--- config.mk ---
export PLATFORM = sky130hd
export DESIGN_NAME = led_pio_arbiter
export DESIGN_NICKNAME = d
export VERILOG_FILES = /design/src/rtl/led_pio_pkg.sv /design/src/rtl/led_rr_arbiter2.sv /design/src/rtl/led_pio_arbiter.sv
export SDC_FILE = /design/constraint.sdc
export NUM_CORES = 1
export LEC_CHECK = 0
export CAP_MARGIN = 5
export CORE_MARGIN = 2
export CORE_UTILIZATION = 40
export CTS_CLUSTER_DIAMETER = 30
export DETAILED_ROUTE_END_ITERATION = 10
export PLACE_DENSITY_LB_ADDON = 0.05
export REMOVE_ABC_BUFFERS = 1
export SLEW_MARGIN = 10
export SYNTH_ARGS = -nofsm -noshare
export SYNTH_HDL_FRONTEND = slang
export SYNTH_SLANG_ARGS = --single-unit
--- constraint.sdc ---
create_clock -name clk -period 2.5 [get_ports clk]
set_input_delay 0.5 -clock clk [delete_from_list [all_inputs] [get_ports clk]]
set_output_delay 0.5 -clock clk [all_outputs]
set_load 0.03 [all_outputs]
--- src/rtl/led_pio_pkg.sv ---
// Shared types and constants for the LED PIO arbiter slice.
package led_pio_pkg;

  localparam int unsigned LED_DATA_W    = 5;
  localparam int unsigned PIO_BUS_W     = 32;
  localparam logic [1:0]  LED_ADDR_DATA = 2'd0;

  typedef enum logic [1:0] {
    IDLE   = 2'd0,
    WRITE  = 2'd1,
    VERIFY = 2'd2,
    HOLD   = 2'd3
  } led_state_e;

endpackage

--- src/rtl/led_rr_arbiter2.sv ---
// Two-way round-robin grant; purely combinational, owner of last_grant lives in the top.
module led_rr_arbiter2 (
  input  logic valid0,
  input  logic valid1,
  input  logic last_grant,
  output logic grant_any_c,
  output logic grant_idx_c
);

  // Contention goes to whoever was not served last; a lone requester always wins.
  always_comb begin
    grant_any_c = valid0 | valid1;
    grant_idx_c = 1'b0;
    if (valid0 && valid1) begin
      grant_idx_c = ~last_grant;
    end else if (valid1) begin
      grant_idx_c = 1'b1;
    end
  end

endmodule

--- src/rtl/led_pio_arbiter.sv ---
// Avalon-MM master sharing the LED PIO between two pattern requesters:
// round-robin accept, one write, read-back verify, then a minimum display hold.
module led_pio_arbiter
  import led_pio_pkg::*;
#(
  parameter int unsigned DATA_W      = LED_DATA_W,
  parameter int unsigned HOLD_CYCLES = 1000,
  parameter int unsigned CNT_W       = (HOLD_CYCLES > 0) ? $clog2(HOLD_CYCLES + 1) : 1
) (
  input  logic                 clk,
  input  logic                 reset,
  input  logic                 req0_valid,
  input  logic [DATA_W-1:0]    req0_data,
  output logic                 req0_ready,
  input  logic                 req1_valid,
  input  logic [DATA_W-1:0]    req1_data,
  output logic                 req1_ready,
  output logic [1:0]           pio_address,
  output logic                 pio_chipselect,
  output logic                 pio_write_n,
  output logic [PIO_BUS_W-1:0] pio_writedata,
  input  logic [PIO_BUS_W-1:0] pio_readdata,
  output logic                 busy,
  output logic                 last_grant,
  output logic [DATA_W-1:0]    current_pattern,
  output logic                 verify_err,
  input  logic                 err_clear
);

  led_state_e        state;
  logic [DATA_W-1:0] pattern_q;
  logic [CNT_W-1:0]  hold_cnt;
  logic              grant_any_c;
  logic              grant_idx_c;
  logic [DATA_W-1:0] grant_data_c;
  logic              accept_c;
  logic              verify_bad_c;

  led_rr_arbiter2 u_rr (
    .valid0      (req0_valid),
    .valid1      (req1_valid),
    .last_grant  (last_grant),
    .grant_any_c (grant_any_c),
    .grant_idx_c (grant_idx_c)
  );

  // Accept handshake is only open in IDLE; the winner sees ready for exactly that cycle.
  assign accept_c     = (state == IDLE) && grant_any_c;
  assign req0_ready   = accept_c && !grant_idx_c;
  assign req1_ready   = accept_c && grant_idx_c;
  assign grant_data_c = grant_idx_c ? req1_data : req0_data;

  // Any upper readback bit set counts as a mismatch, hence the full-width compare.
  assign verify_bad_c = (pio_readdata != PIO_BUS_W'(pattern_q));

  // Only the data register is ever addressed.
  assign pio_address  = LED_ADDR_DATA;

  // Transaction FSM with registered bus strobes, hold counter and status.
  always_ff @(posedge clk or posedge reset) begin
    if (reset) begin
      state           <= IDLE;
      pattern_q       <= '0;
      hold_cnt        <= '0;
      busy            <= 1'b0;
      last_grant      <= 1'b1;
      current_pattern <= '0;
      verify_err      <= 1'b0;
      pio_chipselect  <= 1'b0;
      pio_write_n     <= 1'b1;
      pio_writedata   <= '0;
    end else begin
      if ((state == VERIFY) && verify_bad_c) begin
        verify_err <= 1'b1;
      end else if (err_clear) begin
        verify_err <= 1'b0;
      end

      case (state)
        IDLE: begin
          if (accept_c) begin
            pattern_q      <= grant_data_c;
            last_grant     <= grant_idx_c;
            busy           <= 1'b1;
            pio_chipselect <= 1'b1;
            pio_write_n    <= 1'b0;
            pio_writedata  <= PIO_BUS_W'(grant_data_c);
            state          <= WRITE;
          end
        end
        WRITE: begin
          current_pattern <= pattern_q;
          pio_write_n     <= 1'b1;
          pio_writedata   <= '0;
          state           <= VERIFY;
        end
        VERIFY: begin
          pio_chipselect <= 1'b0;
          hold_cnt       <= CNT_W'(HOLD_CYCLES);
          if (HOLD_CYCLES == 0) begin
            busy  <= 1'b0;
            state <= IDLE;
          end else begin
            state <= HOLD;
          end
        end
        HOLD: begin
          hold_cnt <= hold_cnt - CNT_W'(1);
          if (hold_cnt == CNT_W'(1)) begin
            busy  <= 1'b0;
            state <= IDLE;
          end
        end
        default: begin
          busy  <= 1'b0;
          state <= IDLE;
        end
      endcase
    end
  end

endmodule

==> results of run 1 <==
## logic make-up after synthesis
family,after synthesis
compound gates,39
flops,32
mux,11
simple gates,46
buf+inv,40
xor+xnor,6
other cells,1
fa+ha+maj,7
## how the worst min path moves through the flow
stage	from	to
6_report	current_pattern[0]	current_pattern[0]
3_5_place_dp	current_pattern[0]	current_pattern[0]
4_1_cts	current_pattern[0]	current_pattern[0]
2_1_floorplan	hold_cnt[9]	hold_cnt[9]
3_3_place_gp	current_pattern[1]	current_pattern[1]
5_1_grt	current_pattern[1]	current_pattern[1]
## synthesized netlist by cell type, drive strengths merged, types with 2 or more instances
cell | number | area [µm²]
dfrtp | 30 | 751
nand4 | 4 | 31.3
nor4 | 7 | 43.8
buf | 29 | 218
nand2 | 12 | 45.0
a211oi | 2 | 15.0
ha | 7 | 87.6
nor3b | 2 | 15.0
o21ai | 18 | 90.1
a21boi | 2 | 18.8
nor3 | 5 | 41.3
mux2 | 7 | 82.6
nor2b | 4 | 25.0
a32oi | 2 | 17.5
a31oi | 2 | 12.5
o31ai | 3 | 22.5
xnor2 | 5 | 43.8
a21oi | 3 | 15.0
dfstp | 2 | 52.6
inv | 8 | 30.0
mux2i | 4 | 40.0
clkbuf | 3 | 11.3
nor2 | 6 | 22.5
## cell type report
cell class / count / area [µm²]
Clock buffer: 7 / 96.3
Clock inverter: 1 / 30.0
Fill cell: 374 / 1830
Inverter: 8 / 30.0
Multi-Input combinational cell: 138 / 907
Sequential cell: 32 / 803
Tap cell: 52 / 65.1
Timing Repair Buffer: 67 / 656
## routing by layer
layer	track usage, %	vias up	share of wire [%]	wire length, µm
met5	0	-	0	0
met4	4.40	0	0.65	26
met3	5.42	4	13	526
met2	24.7	86	42	1690
met1	22.5	669	44	1780
li1	-	730	-	-
## power groups by stage
| stage | Combinational (mW) | Clock (mW) | Sequential, mW |
|---|---|---|---|
| floorplan | 0.0756 | 0 | 0.527 |
| global placement | 0.157 | 0 | 0.527 |
| detailed placement | 0.157 | 0 | 0.527 |
| CTS | 0.157 | 0.552 | 0.518 |
| global route | 0.169 | 0.575 | 0.517 |
| finish | 0.157 | 0.540 | 0.518 |
## worst max-delay path, delay by kind of cell
family	cells	cell delay (ps)
AO/OA/AOI/OAI	1	270
buffers and inverters	2	660
AND/OR/NAND/NOR	1	200
## flip-flops by register name (all words and copies together) (netlist names)
register	cells
pattern_q	5
pio_writedata	5
state	2
verify_err	1
last_grant	1
hold_cnt	10
pio_write_n	1
pio_chipselect	1
busy	1
current_pattern	5
## stage by stage
stage / worst slack (ps) / area [µm²] / utilization (%)
after CTS: 374 / 2590 / 58.6
after detailed placement: 381 / 2460 / 55.8
after global routing: 212 / 2590 / 58.6
final: 374 / 2590 / 58.6
after floorplan: 356 / 1740 / -
after global placement: 412 / 2460 / 55.8
==> impl_metrics.ini, run 1 <==
[routing]
wl_per_cell_um = 13.2
antenna_left = 0
num_vias = 1489
drc_violation_total_after_the_first_tritonroute_iteration = 42
drt_drc_violations_left = 0
avgViaCountPerCell = 4.88
routed_wire_length_um = 4020
firstDrtPassIters = 4

[finish]
final_cells = 305
final_layout_size_suffix_gt1_share_pct = 13.0
final_common_cell = clkdlybuf4s50_1
finalNetCount = 306
synth_to_layout_area_growth_pct = 38.8
antenna-diode-count = 0
highest_count_cells_in_the_layout_ignoring_fill_and_taps = clkdlybuf4s50_1 (61), dfrtp_1 (30), conb_1 (29)

[cts]
tritoncts_clock_tree = yes
ctsRootBufferMaster = clkbuf_8
cts-buffers-inserted = 5
cts.reportedPaths.clkPinSlew_ps = 60
cts_post_setup_buffers_inserted = 0
post_cts_sizing = 0
cts.sink_count = 32
htree_levels = 2
clockBufferDepth = 2
ctsHoldBuffers = 0
clock_insertion_delay_worst_skew_ps = 280

[worst_hold_path]
hold_depth = 1
timing.hold.worst.class = flop to flop

[sta]
final-max-slew-violation-count = 0
unrepaired_setup_endpoints_after_global_routing = false
post-route-period-util_pct = 85.0
timing.final.setup_violations = 0
final.hold.worst_slack_ps = 506
final_period_minus_worst_setup_slack_ps = 2130
tns_ps = 0
achievable-frequency_mhz = 470
clock_skew_ps = 4.27
report.final.hold_viol_count = 0

[yosys]
synthSimpleGateAreaFrac_pct = 15.2
asyncSetResetFlopFracSynth_pct = 100
synth-adder-area-share_pct = 4.70
netlist_area_um2 = 1860
ys.warnings.count = 0
ys_seq_area_share_pct = 43.1
largest_family_of_logic_cells_by_synthesized_area = simple AND/OR/NAND/NOR gates
dominantRegCellSynth = dfrtp_1
synth-compound-area-share_pct = 13.5
synthCells = 182
synth-xor-area-share_pct = 2.82
synth_seq_cells = 32
mux_cell_area_share_after_synthesis_pct = 6.58
netlist-cell-type-count = 43
edff_count_synth = 0
syn_avg_cell_area_um2 = 10.2

[global_route]
track_usage_pct = 16.3
grt_first_pass_wirelength_um = 6550
largest_net_degree_at_the_start_of_global_routing = 33
globalRoute.totalOverflow = 0
grt_pass1_vias = 1398
antenna_found_initial = 0

[worst_setup_path]
crit_path_end = req1_ready
critical_path_peak_fanout = 5
regToRegSetupSlack_ps = 590
worst_ep_arrival_time_ps = 1630
endpoint_kind = output pin
worst_path_max_delay_cell = clkdlybuf4s50_1
cp-start-kind = primary input
critical_path.cell_chain = clkdlybuf4s50_1 -> a21boi_2 -> and2_2 -> buf_4
ff2ff_path_depth = 6
critical_path.startpoint = req1_valid
critical_path_data_required_time_ps = 2000
path_class = primary input to output pin
worstReg2RegEnd = state[1]
worstReg2RegStart = state[1]
cpPeakStageDelay_ps = 510

[power_and_ir_drop]
switch_pwr_uw = 274
pwr-share-clk_pct = 44.5
share_seq_of_total_power_pct = 42.6
sw_frac_of_total_pct = 22.6
power_per_cell_area_nw_per_um2 = 469
vdd_drop_max_uv = 285
power.combinational.fraction_pct = 12.9
p_total_mw = 1.21
power_report.internal_total_uw = 941
power_leakage_nw = 1.18

[run]
maxCapViolCount = 0

[place]
dp_hpwl_um = 3130
globalplace.congestion = 0.788
io_buffers = 63
placed_cells_incl_taps = 297

[floorplanning]
io_pins = 93
core-area_um2 = 4410
rows = 24
floorplan.initialDensity_pct = 42.2
die_height_um = 72.3
fp.dieArea_um2 = 5220
floorplan.die.width_um = 72.3

[outcome]
status = finished, final reports clean
No activity file was read; power rests on OpenSTA's default activity.
==> run 2: changes to the inputs <==
--- a/config.mk
+++ b/config.mk
@@ -11,6 +11,7 @@
 export CTS_CLUSTER_DIAMETER = 30
 export DETAILED_ROUTE_END_ITERATION = 10
 export PLACE_DENSITY_LB_ADDON = 0.05
+export RECOVER_POWER = 50
 export REMOVE_ABC_BUFFERS = 1
 export SLEW_MARGIN = 10
 export SYNTH_ARGS = -nofsm -noshare
==> run 2 against run 1 <==
  * Clock skew is essentially flat
  * Clock-buffer cell count did not move
  * Hold slack hardly changed
  * First-iteration DRC count fell by 12%
  * Setup slack got worse by 57 ps
  * Via count fell by 0.47%
  * Cell area decreased by 0.24%
  * Sequential power is essentially flat
  * Clock power is essentially flat
  * Power barely moved
  * Flip-flop and latch count did not move
  * Highest routed layer unchanged
==> impl_metrics.ini, run 2 (synthesis results as in run 1) <==
[outcome]
status = finished, final reports clean

[routing]
antenna_left = 0
wl_per_cell_um = 13.2
drt_drc_violations_left = 0
avgViaCountPerCell = 4.86
routed_wire_length_um = 4020
num_vias = 1482
drc_violation_total_after_the_first_tritonroute_iteration = 37
firstDrtPassIters = 5

[global_route]
grt_pass1_vias = 1398
largest_net_degree_at_the_start_of_global_routing = 33
grt_first_pass_wirelength_um = 6550
globalRoute.totalOverflow = 0
track_usage_pct = 16.3
antenna_found_initial = 0

[worst_hold_path]
timing.hold.worst.class = flop to flop
timing.hold.worst.start = current_pattern[0]

[floorplanning]
io_pins = 93
core-area_um2 = 4410
rows = 24
floorplan.initialDensity_pct = 42.2
fp.dieArea_um2 = 5220
floorplan.die.width_um = 72.3
die_height_um = 72.3

[worst_setup_path]
cp-start-kind = primary input
critical_path_data_required_time_ps = 2000
worstReg2RegStart = state[1]
path_class = primary input to output pin
endpoint_kind = output pin
worst_ep_arrival_time_ps = 1680
critical_path.startpoint = req0_valid
critical_path_peak_fanout = 5

[place]
io_buffers = 63
dp_hpwl_um = 3130
globalplace.congestion = 0.788
minimum_setup_slack_after_placement_ps = 381

[finish]
largest_reg_flops = 10
largest_register = hold_cnt
antenna-diode-count = 0
synth_to_layout_area_growth_pct = 38.5
final_layout_size_suffix_gt1_share_pct = 12.6
final_common_cell = clkdlybuf4s50_1
highest_count_cells_in_the_layout_ignoring_fill_and_taps = clkdlybuf4s50_1 (59), dfrtp_1 (30), conb_1 (29)
finalNetCount = 306

[cts]
htree_levels = 2
cts_post_setup_buffers_inserted = 0
cts.sink_count = 32
cts-buffers-inserted = 5
clockBufferDepth = 2
cts.reportedPaths.clkPinSlew_ps = 60
clock_insertion_delay_worst_skew_ps = 280
ctsRootBufferMaster = clkbuf_8
post_cts_sizing = 0
tritoncts_clock_tree = yes
ctsHoldBuffers = 0

[power_and_ir_drop]
power_leakage_nw = 1.18
vdd_drop_max_uv = 285
p_total_mw = 1.21
power_per_cell_area_nw_per_um2 = 471

[sta]
final_ws_setup_ps = 317
post-route-period-util_pct = 87.3
achievable-frequency_mhz = 458
final_period_minus_worst_setup_slack_ps = 2180
clock_skew_ps = 4.27
unrepaired_setup_endpoints_after_global_routing = false
final-max-slew-violation-count = 0
pin_slew_with_the_least_headroom_to_its_limit_ps = 781
timing.max_slew.rel_slack_pct = 48.0
tns_ps = 0
timing.final.setup_violations = 0
report.final.hold_viol_count = 0

[run]
maxCapViolCount = 0
-- run 2: cell types whose count changed in the layout (fill, tap and decap cells not counted) --
cell / change
buf_4: -2
clkdlybuf4s50_1: -2
dlygate4sd3_1: +2
clkbuf_1: +1
clkbuf_2: +1
-- run 2: final timing paths --
| path | end | slack [ps] | cells after the start |
|---|---|---|---|
| worst min register to register | current_pattern[0] | 510 | 1 |
| min in group asynchronous | verify_err | 890 | 3 |
| worst min-delay path | current_pattern[0] | 510 | 1 |
| worst max register to register | state[1] | 590 | 6 |
| worst max-delay path | req1_ready | 320 | 4 |
| max in group asynchronous | hold_cnt[0] | 1110 | 3 |
-- run 2: critical path: stages --
cell	delay (ps)
dlygate4sd3_1	590
a21boi_2	240
and2_2	200
buf_4	150
-- run 2: cell type report --
| type | count | area (µm²) |
|---|---|---|
| repair buffers | 67 | 649 |
| multi-input cells | 138 | 907 |
| well taps | 52 | 65.1 |
| flip-flops and latches | 32 | 803 |
| inverters | 8 | 30.0 |
| clock buffers | 7 | 96.3 |
| clock inverters | 1 | 30.0 |
| fillers | 376 | 1830 |
-- run 2: routing by layer --
layer	track usage, %	wire [µm]	vias to the layer above
li1	-	-	730
met1	22.5	1790	666
met3	5.42	501	4
met2	24.7	1700	82
met4	4.40	26	0
met5	0	0	-
-- run 2: power by group --
part / leakage, nW / internal, mW / switching, mW
sequential: 0.394 / 0.518 / 0.000000000000000125
clock: 0.0645 / 0.352 / 0.190
combinational: 0.723 / 0.0702 / 0.0852
-- run 2: through the flow --
step	utilization [%]	hold WS, ps	cells	instance area [µm²]
3_3_place_gp	55.8	491	297	2460
3_5_place_dp	55.8	498	297	2460
4_1_cts	58.6	514	305	2590
5_1_grt	58.5	530	305	2580
6_report	58.5	506	305	2580
2_1_floorplan	-	479	178	1740
==> run 3: changes to the inputs <==
--- a/config.mk
+++ b/config.mk
@@ -5,10 +5,11 @@
 export SDC_FILE = /design/constraint.sdc
 export NUM_CORES = 1
 export LEC_CHECK = 0
-export CAP_MARGIN = 5
+export CAP_MARGIN = 10
 export CORE_MARGIN = 2
-export CORE_UTILIZATION = 40
+export CORE_UTILIZATION = 36
 export CTS_CLUSTER_DIAMETER = 30
+export CTS_CLUSTER_SIZE = 28
 export DETAILED_ROUTE_END_ITERATION = 10
 export PLACE_DENSITY_LB_ADDON = 0.05
 export RECOVER_POWER = 50
==> constraint.sdc (replaced) <==
create_clock -name clk -period 2 [get_ports clk]
set_input_delay 0.4 -clock clk [delete_from_list [all_inputs] [get_ports clk]]
set_output_delay 0.4 -clock clk [all_outputs]
set_load 0.03 [all_outputs]
==> run 3 against run 2 <==
  * Flip-flop and latch count unchanged
  * Critical path depth decreased by 3
  * Routed wire length increased by 6.2%
  * Power increased by 19%
  * Clock skew about the same
  * Register-to-register slack got worse by 380 ps
  * Largest power group is now registers
==> impl_metrics.ini, run 3 (synthesis results as in run 1) <==
[outcome]
status = finished, final reports clean

[worst_hold_path]
timing.hold.worst.class = flop to flop

[sta]
post-route-period-util_pct = 95.5
final_period_minus_worst_setup_slack_ps = 1910
timing.max_slew.rel_slack_pct = 46.6
timing.final.setup_violations = 0
final.hold.worst_slack_ps = 506
achievable-frequency_mhz = 523
unrepaired_setup_endpoints_after_global_routing = false
pin_slew_with_the_least_headroom_to_its_limit_ps = 801
tns_ps = 0
clock_skew_ps = 3.81
final_ws_setup_ps = 89.7
final-max-slew-violation-count = 0
report.final.hold_viol_count = 0

[worst_setup_path]
critical_path_peak_fanout = 3
endpoint_kind = output pin
worst_ep_arrival_time_ps = 1510
critical_path.cell_chain = clkdlybuf4s50_1
worst_path_max_delay_cell = clkdlybuf4s50_1
cpPeakStageDelay_ps = 680
cp-start-kind = flop
path_buf_inv = 1
path_class = flop to output pin
cpLargestDelayFamily = buffers and inverters
critical_path_data_required_time_ps = 1600

[cts]
clockBufferDepth = 2
cts-buffers-inserted = 5
cts.reportedPaths.clkPinSlew_ps = 70
ctsRootBufferMaster = clkbuf_8
htree_levels = 2
tritoncts_clock_tree = yes
cts.sink_count = 32
clock_insertion_delay_worst_skew_ps = 280

[routing]
wl_per_cell_um = 12.9
drt_drc_violations_left = 0
antenna_left = 0
num_vias = 1528
firstDrtPassIters = 4
drc_violation_total_after_the_first_tritonroute_iteration = 28
routed_wire_length_um = 4270
avgViaCountPerCell = 4.63

[finish]
highest_count_cells_in_the_layout_ignoring_fill_and_taps = clkdlybuf4s50_1 (60), dfrtp_1 (30), conb_1 (29)
synth_to_layout_area_growth_pct = 41.6
fin_util_pct = 52.4
final_common_cell = clkdlybuf4s50_1
largest_register = hold_cnt
layout.cell_area.non_filler_um2 = 2640
final_layout_size_suffix_gt1_share_pct = 15.8
finalNetCount = 313
layout.filler_cells = 497
final_cells = 330
antenna-diode-count = 0
largest_reg_flops = 10

[power_and_ir_drop]
power_per_cell_area_nw_per_um2 = 548
p_total_mw = 1.45
vdd_drop_max_uv = 412
power_leakage_nw = 1.19

[place]
minimum_setup_slack_after_placement_ps = 49.9
placed_cells_incl_taps = 318
globalplace.congestion = 0.734
placement.cell_area_um2 = 2510
io_buffers = 63
dp_hpwl_um = 3350

[global_route]
global_route.usage.met3_pct = 6.55
groute.layer.met1.usage_pct = 21.4
grt_pass1_vias = 1402
track_usage_pct = 15.4
antenna_found_initial = 0
grt_util_met2_pct = 22.1
gr-max-usage-layer = met2
grt_first_pass_wirelength_um = 7160
largest_net_degree_at_the_start_of_global_routing = 33
globalRoute.totalOverflow = 0

[run]
maxCapViolCount = 0

[floorplanning]
core-area_um2 = 5040
fp.dieArea_um2 = 5770
io_pins = 93
floorplan.initialDensity_pct = 37.0
rows = 26
die_height_um = 76.0
floorplan.die.width_um = 76.0
-- run 3: cell types whose count changed in the layout (fill, tap and decap cells not counted), sizes merged --
cell | before | now
clkdlybuf4s50 | 59 | 60
clkinv | 0 | 1
buf | 4 | 10
dlygate4sd3 | 2 | 1
-- run 3: power by group --
part,total [mW],switching (mW),internal [mW]
logic,0.197,0.108,0.0883
clock network,0.603,0.234,0.369
registers,0.647,0.000000000000000144,0.647
-- run 3: repair_timing --
item,CTS,global route
pin swaps,1,1
resized for setup,2,3
buffers inserted,3,1
cloned,0,0
hold buffers,0,0
setup endpoints to repair,1,1
-- run 3: cell type report --
| type | instances | area, µm² | area share (%) |
|---|---|---|---|
| multi-input combinational | 138 | 913 | 34.6 |
| tap | 70 | 87.6 | 3.32 |
| inverter | 8 | 30.0 | 1.14 |
| sequential | 32 | 803 | 30.4 |
| clock buffer | 6 | 72.6 | 2.75 |
| clock inverter | 2 | 35.0 | 1.33 |
| timing repair buffer | 74 | 698 | 26.4 |
-- run 3: worst paths after layout --
check                                         from                  to  slack (ps)  cells past startpoint
min in group asynchronous                    reset          verify_err         800                      3
worst max register to register            state[1]         hold_cnt[9]         210                      6
worst max-delay path                    last_grant          last_grant          90                      1
max in group asynchronous                    reset    pio_writedata[1]         690                      3
worst min register to register  current_pattern[2]  current_pattern[2]         510                      1
worst min-delay path            current_pattern[2]  current_pattern[2]         510                      1
-- run 3: per-layer routing --
| metal | vias to the layer above | part of all wire (%) |
|---|---|---|
| li1 | 741 | - |
| met4 | 0 | 0.94 |
| met5 | - | 0 |
| met2 | 79 | 43 |
| met3 | 5 | 10 |
| met1 | 703 | 46 |
